===== src/rtl/friscv_uart_bridge.sv =====
// Byte-stream to register-bus bridge for the FRISCV UART.
// After reset it programs the baud divider and the control register, then
// polls the status register and moves single bytes between the tx/rx
// streams and the UART data registers. RX and TX take turns when both are ready.
module friscv_uart_bridge #(
  parameter int         ADDRW       = 16,
  parameter int         XLEN        = 32,
  parameter int         CLK_DIVIDER = 4,
  parameter logic [7:0] CTRL_CFG    = 8'h01
) (
  input  logic              aclk,
  input  logic              aresetn,
  input  logic              tx_valid,
  output logic              tx_ready,
  input  logic [7:0]        tx_data,
  output logic              rx_valid,
  input  logic              rx_ready,
  output logic [7:0]        rx_data,
  output logic              mst_en,
  output logic              mst_wr,
  output logic [ADDRW-1:0]  mst_addr,
  output logic [XLEN-1:0]   mst_wdata,
  output logic [XLEN/8-1:0] mst_strb,
  input  logic [XLEN-1:0]   mst_rdata,
  input  logic              mst_ready,
  output logic              cfg_done
);

  localparam int STRBW = XLEN / 8;

  localparam logic [2:0] CFG_DIV  = 3'd0;
  localparam logic [2:0] CFG_CTRL = 3'd1;
  localparam logic [2:0] STATUS   = 3'd2;
  localparam logic [2:0] ARB      = 3'd3;
  localparam logic [2:0] TX_WR    = 3'd4;
  localparam logic [2:0] RX_RD    = 3'd5;

  localparam logic [ADDRW-1:0] ADDR_CTRL = '0;
  localparam logic [ADDRW-1:0] ADDR_DIV  = {{(ADDRW-2){1'b0}}, 2'd1};
  localparam logic [ADDRW-1:0] ADDR_TX   = {{(ADDRW-2){1'b0}}, 2'd2};
  localparam logic [ADDRW-1:0] ADDR_RX   = {{(ADDRW-2){1'b0}}, 2'd3};

  localparam logic [STRBW-1:0] STRB_B0  = {{(STRBW-1){1'b0}}, 1'b1};
  localparam logic [STRBW-1:0] STRB_B01 = {{(STRBW-2){1'b0}}, 2'b11};

  localparam logic [15:0]     DIV16      = 16'(CLK_DIVIDER);
  localparam logic [XLEN-1:0] WDATA_DIV  = {{(XLEN-16){1'b0}}, DIV16};
  localparam logic [XLEN-1:0] WDATA_CTRL = {{(XLEN-8){1'b0}}, CTRL_CFG};

  logic [2:0] state;
  logic       tx_full;
  logic       rx_empty;
  logic       last_tx;      // 1: TX was granted most recently
  logic       hs;
  logic       rx_elig;
  logic       tx_elig;
  logic       unused_rdata;

  assign hs           = mst_en & mst_ready;
  // RX is only eligible while the one-entry output buffer is free
  assign rx_elig      = ~rx_empty & ~rx_valid;
  assign tx_elig      = tx_valid & ~tx_full;
  assign unused_rdata = ^mst_rdata;

  // Sequencer: each request state raises one bus request while mst_en is low,
  // holds it until mst_ready is sampled, then drops mst_en and moves on, so
  // the next request always starts after at least one idle cycle.
  always_ff @(posedge aclk) begin
    if (!aresetn) begin
      state     <= CFG_DIV;
      mst_en    <= 1'b0;
      mst_wr    <= 1'b0;
      mst_addr  <= '0;
      mst_wdata <= '0;
      mst_strb  <= '0;
      tx_full   <= 1'b1;
      rx_empty  <= 1'b1;
      last_tx   <= 1'b1;
    end else begin
      case (state)
        CFG_DIV: begin
          if (!mst_en) begin
            mst_en    <= 1'b1;
            mst_wr    <= 1'b1;
            mst_addr  <= ADDR_DIV;
            mst_wdata <= WDATA_DIV;
            mst_strb  <= STRB_B01;
          end else if (mst_ready) begin
            mst_en <= 1'b0;
            state  <= CFG_CTRL;
          end
        end
        CFG_CTRL: begin
          if (!mst_en) begin
            mst_en    <= 1'b1;
            mst_wr    <= 1'b1;
            mst_addr  <= ADDR_CTRL;
            mst_wdata <= WDATA_CTRL;
            mst_strb  <= STRB_B0;
          end else if (mst_ready) begin
            mst_en <= 1'b0;
            state  <= STATUS;
          end
        end
        STATUS: begin
          if (!mst_en) begin
            mst_en    <= 1'b1;
            mst_wr    <= 1'b0;
            mst_addr  <= ADDR_CTRL;
            mst_wdata <= '0;
            mst_strb  <= '0;
          end else if (mst_ready) begin
            mst_en   <= 1'b0;
            tx_full  <= mst_rdata[10];
            rx_empty <= mst_rdata[11];
            state    <= ARB;
          end
        end
        ARB: begin
          if (rx_elig && tx_elig) begin
            state   <= last_tx ? RX_RD : TX_WR;
            last_tx <= ~last_tx;
          end else if (rx_elig) begin
            state   <= RX_RD;
            last_tx <= 1'b0;
          end else if (tx_elig) begin
            state   <= TX_WR;
            last_tx <= 1'b1;
          end else begin
            state <= STATUS;
          end
        end
        TX_WR: begin
          // tx_data is captured here, so a later drop of tx_valid is harmless
          if (!mst_en) begin
            mst_en    <= 1'b1;
            mst_wr    <= 1'b1;
            mst_addr  <= ADDR_TX;
            mst_wdata <= {{(XLEN-8){1'b0}}, tx_data};
            mst_strb  <= STRB_B0;
          end else if (mst_ready) begin
            mst_en <= 1'b0;
            state  <= STATUS;
          end
        end
        RX_RD: begin
          if (!mst_en) begin
            mst_en    <= 1'b1;
            mst_wr    <= 1'b0;
            mst_addr  <= ADDR_RX;
            mst_wdata <= '0;
            mst_strb  <= '0;
          end else if (mst_ready) begin
            mst_en <= 1'b0;
            state  <= STATUS;
          end
        end
        default: begin
          mst_en <= 1'b0;
          state  <= CFG_DIV;
        end
      endcase
    end
  end

  // Stream side: one-cycle tx accept pulse, rx holding buffer, sticky cfg_done
  always_ff @(posedge aclk) begin
    if (!aresetn) begin
      tx_ready <= 1'b0;
      rx_valid <= 1'b0;
      rx_data  <= '0;
      cfg_done <= 1'b0;
    end else begin
      tx_ready <= hs && (state == TX_WR);
      if (hs && (state == RX_RD)) begin
        rx_valid <= 1'b1;
        rx_data  <= mst_rdata[7:0];
      end else if (rx_valid && rx_ready) begin
        rx_valid <= 1'b0;
      end
      if (hs && (state == CFG_CTRL)) begin
        cfg_done <= 1'b1;
      end
    end
  end

endmodule


===== config.mk =====
export PLATFORM = sky130hd
export DESIGN_NAME = friscv_uart_bridge
export DESIGN_NICKNAME = d
export VERILOG_FILES = /design/src/rtl/friscv_uart_bridge.sv
export SDC_FILE = /design/constraint.sdc
export NUM_CORES = 1
export LEC_CHECK = 0
export ABC_AREA = 1
export BUFFER_PORTS_ARGS = -buffer_cell sky130_fd_sc_hd__buf_2
export CORE_AREA = 5 5 74 76
export CTS_CLUSTER_DIAMETER = 200
export CTS_CLUSTER_SIZE = 28
export DETAILED_ROUTE_END_ITERATION = 8
export DIE_AREA = 0 0 79 81
export PLACE_DENSITY = 0.73
export SYNTH_ARGS = -nofsm -noshare
export SYNTH_HDL_FRONTEND = slang
export SYNTH_SLANG_ARGS = --single-unit

===== constraint.sdc =====
create_clock -name aclk -period 2.85 [get_ports aclk]
set_input_delay 0.285 -clock aclk [delete_from_list [all_inputs] [get_ports aclk]]
set_output_delay 0.285 -clock aclk [all_outputs]
set_load 0.02 [all_outputs]

* Word level (Yosys, flattened, before mapping)
Cells that the tools add are included.
Word-level totals: bits in registers 71, input bits 45, output and inout bits 65, logic and storage cells 100
Cells by class: eq/ne operators 19, muxes and demuxes 36, bitwise logic cells 7, reductions and logical operators 25
Operators with widths (number):
- 32-bit two-way mux | 4
- 32-bit one-hot mux with 4 select lines | 1
- 16-bit two-way mux | 4
- 16-bit one-hot mux with 4 select lines | 1
- 3-bit two-way mux | 9
- 2-bit inequality test (second input constant) | 12
- 4-bit two-way mux | 3
- 3-bit one-hot mux with 4 select lines | 1
- 4-bit one-hot mux with 3 select lines | 1
- 1-bit two-way mux | 10
- 5-bit AND reduction | 2
- 4-bit nonzero test | 2
- 3-bit by 2-bit equality test with 1-bit output (second input constant) | 2
- 3-bit equality test (second input constant) | 2
- 3-bit AND reduction | 2
- 6-bit AND reduction | 1
- 3-bit nonzero test | 2
- 2-bit OR reduction | 3
- 3-bit OR reduction | 2
- 1-bit logical AND | 5
- 5-bit OR reduction | 1
- 2-bit by 1-bit inequality test with 1-bit output (second input constant) | 2
- 1-bit NOT | 4
- 1-bit one-hot mux with 2 select lines | 2
- other kinds (6) | 9

* Logic depth before layout (Yosys ltp)
Gate-level depths: netlist (run 1).
depth in word-level cells 6, mapped depth 8, gate-level depth less buffers 7

* Least setup slack after synthesis (run 1)
Ideal clock, no wire load.
path kind register to register, start register mst_en, end register rx_data[0], library setup time 116 ps, data arrival time 1100 ps, path slack 1634 ps, cell stages (with the launch flop) 6, path buffers 0, clock period less this slack 1216 ps, cells stage by stage dfxtp_1 nand2_1 inv_2 nand4_4 o21ai_0 nor2_1
On the way: cells in the longest elaborated chain, start to end 2
Ends and longest elaborated chain:
- from (decl) | RTL line 19 | output logic mst_en,
- from (signal assigned) | RTL line 71 | mst_en <= 1'b0;
- from (signal assigned) | RTL line 83 | mst_en <= 1'b1;
- from (signal assigned) | RTL line 89 | mst_en <= 1'b0;
- 1-bit bitwise AND | RTL line 59 | assign hs = mst_en & mst_ready;
- 1-bit logical AND | RTL line 175 | if (hs && (state == RX_RD)) begin
- to (signal assigned) | RTL line 177 | rx_data <= mst_rdata[7:0];
- to (decl) | RTL line 18 | output logic [7:0] rx_data,
Every way passes these cells. A chain may end at the register's enable or synchronous reset.

* Worst setup path after layout (run 1)
start register state[2], end register mst_wdata[5]
On the way: cells in the longest elaborated chain, start to end 4, elaborated cells on any way between the ends 13, classes of those cells 8 x eq/ne; 1 x mux; 4 x reduce/logical
Ends and longest elaborated chain:
- from (decl) | RTL line 50 | logic [2:0] state;
- from (signal assigned) | RTL line 121 | state <= last_tx ? RX_RD : TX_WR;
- 3-bit equality test or 3-bit by 2-bit equality test with 1-bit output (tied branches) | RTL line 80 | case (state)
- 2-bit OR reduction (no source line)
- 4-bit nonzero test (no source line) or 2-bit inequality test (tied branches)
- 5-bit AND reduction (no source line)
- to (signal assigned) | RTL line 139 | mst_wdata <= {{(XLEN-8){1'b0}}, tx_data};
- to (decl) | RTL line 22 | output logic [XLEN-1:0] mst_wdata,
Parallel ways exist; a longest one is shown, timed or not.

==> results of run 1 <==
==> synthesized netlist by cell type <==
cell,number,area (µm²)
sky130_fd_sc_hd__buf_4,42,315.3
sky130_fd_sc_hd__nand2_1,36,135.1
sky130_fd_sc_hd__nor2_1,34,127.6
sky130_fd_sc_hd__dfxtp_1,31,620.6
sky130_fd_sc_hd__o21ai_0,13,65.06
sky130_fd_sc_hd__nand3_1,11,55.05
sky130_fd_sc_hd__a21oi_1,10,50.05
sky130_fd_sc_hd__inv_1,7,26.28
sky130_fd_sc_hd__o21ai_1,5,25.02
sky130_fd_sc_hd__nor2_2,3,18.77
sky130_fd_sc_hd__nor2_4,3,33.78
sky130_fd_sc_hd__clkbuf_1,2,7.510
sky130_fd_sc_hd__inv_2,2,7.510
sky130_fd_sc_hd__nand2_2,2,12.51
sky130_fd_sc_hd__o21ai_2,2,17.52
sky130_fd_sc_hd__a21oi_2,1,8.760
sky130_fd_sc_hd__a31oi_1,1,6.260
sky130_fd_sc_hd__buf_6,1,11.26
sky130_fd_sc_hd__clkinv_1,1,3.750
sky130_fd_sc_hd__clkinv_2,1,5.000
sky130_fd_sc_hd__conb_1,1,3.750
sky130_fd_sc_hd__nand4_4,1,21.27
sky130_fd_sc_hd__nor3_1,1,5.000
sky130_fd_sc_hd__o211ai_1,1,7.510
==> report_power, final <==
group          switching, mW  leakage (nW)  internal [mW]
combinational          0.116         0.617         0.0389
sequential            0.0128         0.253          0.449
clock                  0.163        0.0477          0.167
==> per-layer routing <==
metal / vias to the layer above / global-route usage, %
met5: - / 0
met4: 0 / 4.639
met3: 4 / 2.993
met2: 53 / 18.77
met1: 598 / 12.35
li1: 688 / -
==> logic make-up (layout without fill, tap and decap cells) <==
group / Yosys count / in the layout / share of synthesized area (%)
compound gates: 33 / 33 / 11.33
buf+inv: 56 / 66 / 23.68
flops: 31 / 31 / 39.02
other cells: 1 / 40 / 0.2358
simple gates: 91 / 91 / 25.73
==> worst max-delay path, stage by stage (launching register included) <==
cell and delay, ps:
sky130_fd_sc_hd__dfxtp_1 510, sky130_fd_sc_hd__nor2_4 250, sky130_fd_sc_hd__nor2_4 50, sky130_fd_sc_hd__nor2_4 300, sky130_fd_sc_hd__nand2_1 90, sky130_fd_sc_hd__o21ai_1 90
sky130_fd_sc_hd__nor2_1 50
==> layout make-up <==
| cell class | count | share of cell area, % |
|---|---|---|
| inverters | 11 | 2.378 |
| repair buffers | 47 | 13.15 |
| clock inverters | 3 | 0.8392 |
| flip-flops and latches | 31 | 34.69 |
| well taps | 54 | 3.776 |
| multi-input cells | 164 | 41.33 |
| clock buffers | 5 | 3.846 |
==> how the worst min path moves through the flow <==
stage	start	end	slack [ps]	cells after the start
2_1_floorplan	mst_rdata[11]	rx_empty	410	2
3_3_place_gp	last_tx	last_tx	440	2
3_5_place_dp	last_tx	last_tx	450	2
4_1_cts	mst_rdata[11]	rx_empty	220	3
5_1_grt	mst_rdata[11]	rx_empty	240	3
6_report	mst_rdata[11]	rx_empty	230	3
==> sequential cells by signal, summed over array words and instances, names as in the netlist <==
register and flops:
mst_wr 1, mst_addr 2, rx_valid 1, rx_data 8, mst_wdata 8, mst_strb 2
last_tx 1, tx_full 1, tx_ready 1, state 3, cfg_done 1, mst_en 1
rx_empty 1
==> key figures, run 1 <==
Run status
  • Status: finished, final reports clean

Clocking
  • Clock root cell: sky130_fd_sc_hd__clkbuf_8
  • H-Tree Level Count: 2
  • Count of hold buffers inserted by post-cts repair: 0
  • Sink count of the clock tree: 31
  • TritonCTS clock tree: built
  • # resized after CTS: 0
  • Latest clock arrival within the worst-skew pair: 280 ps
  • Clock slew seen by the registers of the worst setup and hold paths: 70 ps
  • Number of post-CTS setup repair buffers: 0
  • CTS Buf Count: 5
  • Largest buffer count on any clock path: 2

Timing
  • Hold violation total from the final report: 0
  • Tightest slew margin relative to the limit: 57.67%
  • Setup Total Neg Slack: 0 ps
  • Final period util: 51.82%
  • WHS: 232.4 ps
  • Fin Clk Skew: 2.117 ps
  • Unrepaired setup endpoints after global routing: false
  • Post-layout worst setup margin: 1373 ps
  • Max Slew Vio Count: 0
  • Worst Tran Pin Value: 634.1 ps
  • Min Clock Period, post-route: 1477 ps
  • Final count of negative-setup-slack endpoints: 0
  • Max Clk Rate: 677.1 MHz

Global route
  • Gr ovfl total: 0
  • Number of global-route vias before repair: 1,211
  • Antenna violations before repair: 0
  • First-pass GRT wire length: 5540 µm
  • Global-route usage over all layers: 10.76%
  • Pin count of the biggest net entering global routing: 19

Place
  • Post-placement setup slack: 1382 ps
  • Routability congestion estimate: 0.7662
  • I/O Buffers: 47
  • Number of cells after detailed placement: 307
  • Area of placed instances: 1705 µm²
  • Detailed placer's ending HPWL: 2602 µm

Route
  • Number of iterations in the first detailed-routing pass: 4
  • Sum of met3 wire segment lengths after detailed routing: 263 µm
  • Routed Antenna Nets: 0
  • Routed Wire Length: 3348 µm
  • Via/cell ratio: 4.263
  • Met1 wire length: 1370 µm
  • DRC violation total after the first TritonRoute iteration: 20
  • Overall via count from detail_route: 1,343
  • Remaining design rule violation count: 0
  • Highest metal layer used by the detailed router: met4
  • Met2 routed wirelength: 1661 µm
  • Mean routed wirelength per cell: 10.63 µm

Setup path
  • Critical path required time: 3010 ps
  • Kind of critical path: register to register
  • Peak fanout along the critical path: 15
  • Worst R2R Path Depth: 6
  • Beginning of the critical path: state[2]
  • Critical Path Start Type: register
  • Endpoint arrival time on the critical path: 1630 ps
  • Worst setup EP type: register
  • Crit Reg-Reg Startpoint: state[2]
  • Critical R2R Capture: mst_wdata[5]
  • Reg2Reg Setup Slack: 1370 ps
  • Capture point of the critical path: mst_wdata[5]

Final layout
  • Share of post-route cells with drive strength above 1: 26.82%
  • Register area: 620.6 µm²
  • Utilization of the core after routing: 38.39%
  • Area of the multi-input gates: 739.5 µm²
  • Area added between synthesis and finish: 12.51%
  • Fill count: 505
  • Number of diodes added for antenna fixing: 0
  • Post-layout instance area: 1789 µm²
  • Commonest non-fill, non-tap cell in the layout: sky130_fd_sc_hd__buf_2
  • Number of non-filler instances in the completed layout: 315
  • Commonest non-fill, non-tap cells in the layout: sky130_fd_sc_hd__buf_2 (47), sky130_fd_sc_hd__conb_1 (40), sky130_fd_sc_hd__nand2_1 (36)
  • # nets final: 305

Floorplanning
  • Height of the die: 81 µm
  • Num ports: 110
  • Row count: 25
  • Die area: 6399 µm²
  • Initial Utilization: 34.12%
  • Core footprint: 4661 µm²
  • Die X: 79 µm

Worst hold path
  • Tightest Hold Check Type: input pin to register

Logic synthesis
  • Combined area of all synthesized cells: 1590 µm²
  • Synth unique cells: 24
  • Average size of a mapped cell: 7.501 µm²
  • Sequential share of the synthesized area: 39.02%
  • Cell count after synthesis: 212
  • Synth warnings: 0
  • Number of register bits inferred by synthesis: 31

Pwr
  • Cell Pwr Density: 528.7 nW/µm²
  • Total chip power: 0.9460 mW
  • Worst IR Drop VDD: 0.0003323 V
  • Cell leakage power: 0.9175 nW

Run
  • Count of maximum capacitance violations: 0
Note: power is estimated with default switching activity, not from simulation.
==> run 2: changes to the inputs <==
--- a/config.mk
+++ b/config.mk
@@ -12,7 +12,7 @@
 export CTS_CLUSTER_SIZE = 28
 export DETAILED_ROUTE_END_ITERATION = 8
 export DIE_AREA = 0 0 79 81
-export PLACE_DENSITY = 0.73
+export PLACE_DENSITY = 0.75
 export SYNTH_ARGS = -nofsm -noshare
 export SYNTH_HDL_FRONTEND = slang
 export SYNTH_SLANG_ARGS = --single-unit
==> constraint.sdc (replaced) <==
create_clock -name aclk -period 1.3 [get_ports aclk]
set_input_delay 0.13 -clock aclk [delete_from_list [all_inputs] [get_ports aclk]]
set_output_delay 0.13 -clock aclk [all_outputs]
set_load 0.02 [all_outputs]
==> key figures, run 2 (same netlist as run 1, synthesis figures left out) <==
Timing
  • WHS: 81.51 ps
  • Max Clk Rate: 866.8 MHz
  • Min Clock Period, post-route: 1154 ps
  • Max Slew Vio Count: 0
  • Fin Clk Skew: 5.190 ps
  • Final count of negative-setup-slack endpoints: 0
  • Unrepaired setup endpoints after global routing: false
  • Hold violation total from the final report: 0
  • Final period util: 88.75%

Place
  • Detailed placer's ending HPWL: 2705 µm
  • I/O Buffers: 47
  • Number of cells after detailed placement: 313
  • Routability congestion estimate: 0.7522

Setup path
  • Critical R2R Capture: last_tx
  • Reg2Reg Setup Slack: 150 ps
  • Crit Reg-Reg Startpoint: state[0]
  • Beginning of the critical path: state[0]
  • Critical path required time: 1460 ps
  • Critical Path Start Type: register
  • Kind of critical path: register to register
  • Endpoint arrival time on the critical path: 1310 ps
  • Worst R2R Path Depth: 5
  • Peak fanout along the critical path: 9
  • Worst setup EP type: register

Global route
  • Global-route usage over all layers: 10.55%
  • Pin count of the biggest net entering global routing: 14
  • Gr ovfl total: 0
  • First-pass GRT wire length: 5382 µm
  • Antenna violations before repair: 0
  • Number of global-route vias before repair: 1,224

Pwr
  • Total chip power: 2.031 mW
  • Net switching power: 0.5919 mW
  • Cell leakage power: 0.9377 nW
  • Cell Pwr Density: 1112 nW/µm²
  • Combinational power share: 17.8%
  • Clock Power Share: 32.6%
  • Sw Share: 29.14%
  • Worst IR Drop VDD: 0.0006545 V
  • Internal power: 1.439 mW
  • Fraction of power consumed by sequential logic: 49.7%

Worst hold path
  • Worst hold stages: 3
  • Hold EP: rx_empty
  • Hold path startpoint: mst_rdata[11]
  • Tightest Hold Check Type: input pin to register

Floorplanning
  • Num ports: 110
  • Row count: 25
  • Core footprint: 4661 µm²
  • Die X: 79 µm
  • Height of the die: 81 µm
  • Die area: 6399 µm²
  • Initial Utilization: 34.12%

Clocking
  • Clock slew seen by the registers of the worst setup and hold paths: 60 ps
  • CTS Buf Count: 5
  • Clock root cell: sky130_fd_sc_hd__clkbuf_8
  • Latest clock arrival within the worst-skew pair: 270 ps
  • Number of post-CTS setup repair buffers: 0
  • H-Tree Level Count: 2
  • Largest buffer count on any clock path: 2
  • Sink count of the clock tree: 31
  • TritonCTS clock tree: built

Route
  • Routed Wire Length: 3349 µm
  • Mean routed wirelength per cell: 10.50 µm
  • DRC violation total after the first TritonRoute iteration: 27
  • Remaining design rule violation count: 0
  • Routed Antenna Nets: 0
  • Number of iterations in the first detailed-routing pass: 4
  • Via/cell ratio: 4.245
  • Overall via count from detail_route: 1,354

Final layout
  • # nets final: 311
  • Area of the multi-input gates: 739.5 µm²
  • Number of diodes added for antenna fixing: 0
  • Number of non-filler instances in the completed layout: 319
  • Fill count: 496
  • Area added between synthesis and finish: 14.87%
  • Registers with the most flip-flops: mst_wdata x8, rx_data x8, state x3
  • Commonest non-fill, non-tap cells in the layout: sky130_fd_sc_hd__buf_2 (47), sky130_fd_sc_hd__conb_1 (40), sky130_fd_sc_hd__nand2_1 (36)
  • Register area: 624.3 µm²
  • Commonest non-fill, non-tap cell in the layout: sky130_fd_sc_hd__buf_2
  • Share of post-route cells with drive strength above 1: 28.68%

Run status
  • Status: finished, final reports clean

Run
  • Count of maximum capacitance violations: 0
## run 2: how the worst max path moves through the flow
stage | slack (ps) | depth (start not counted) | endpoint
3_5_place_dp | -3 | 5 | last_tx
6_report | 150 | 5 | last_tx
3_3_place_gp | 20 | 5 | last_tx
4_1_cts | 70 | 7 | mst_wdata[4]
5_1_grt | 10 | 5 | last_tx
2_1_floorplan | 80 | 5 | rx_data[0]
## run 2: area by class of cell
| cell class | instances | share of cell area [%] |
|---|---|---|
| Clock buffer | 6 | 3.973 |
| Tap cell | 54 | 3.699 |
| Multi-Input combinational cell | 164 | 40.48 |
| Inverter | 11 | 2.329 |
| Timing Repair Buffer | 53 | 15.34 |
| Sequential cell | 31 | 34.18 |
## run 2: stage by stage
stage | TNS [ps] | worst slack, ps | cell area (µm²) | utilization [%]
floorplan | 0 | 84.42 | 1737 | -
global placement | 0 | 23.18 | 1750 | 37.56
detailed placement | -2.708 | -2.708 | 1750 | 37.56
CTS | 0 | 67.94 | 1824 | 39.14
global route | 0 | 11.55 | 1827 | 39.19
finish | 0 | 146.3 | 1827 | 39.19
## run 2: metal layers
layer | vias up | global-route usage (%) | wire length, µm
met4 | 0 | 4.124 | 53
met1 | 601 | 12.29 | 1391
met3 | 5 | 3.548 | 243
met5 | - | 0 | 0
met2 | 49 | 17.93 | 1660
li1 | 699 | - | -
## run 2: power by group through the flow
stage          Clock, mW  Sequential, mW  Combinational [mW]
3_5_place_dp           0            1.03               0.359
4_1_cts            0.699            1.01               0.360
2_1_floorplan          0            1.06               0.320
3_3_place_gp           0            1.03               0.356
5_1_grt            0.733            1.01               0.398
6_report           0.662            1.01               0.361
## run 2: critical path: stages, from the launching register on
cell                      delay (ps)
sky130_fd_sc_hd__dfxtp_2         450
sky130_fd_sc_hd__nand2_1         150
sky130_fd_sc_hd__nor2_1          200
sky130_fd_sc_hd__nand2_1         110
sky130_fd_sc_hd__nand2_1          80
sky130_fd_sc_hd__nand3_1          50
## run 2: timing repair
| item | 4_1_cts | 5_1_grt |
|---|---|---|
| hold buffers | 0 | 0 |
| endpoints found under the setup margin | 1 | 10 |
| gates resized for setup | 1 | 2 |
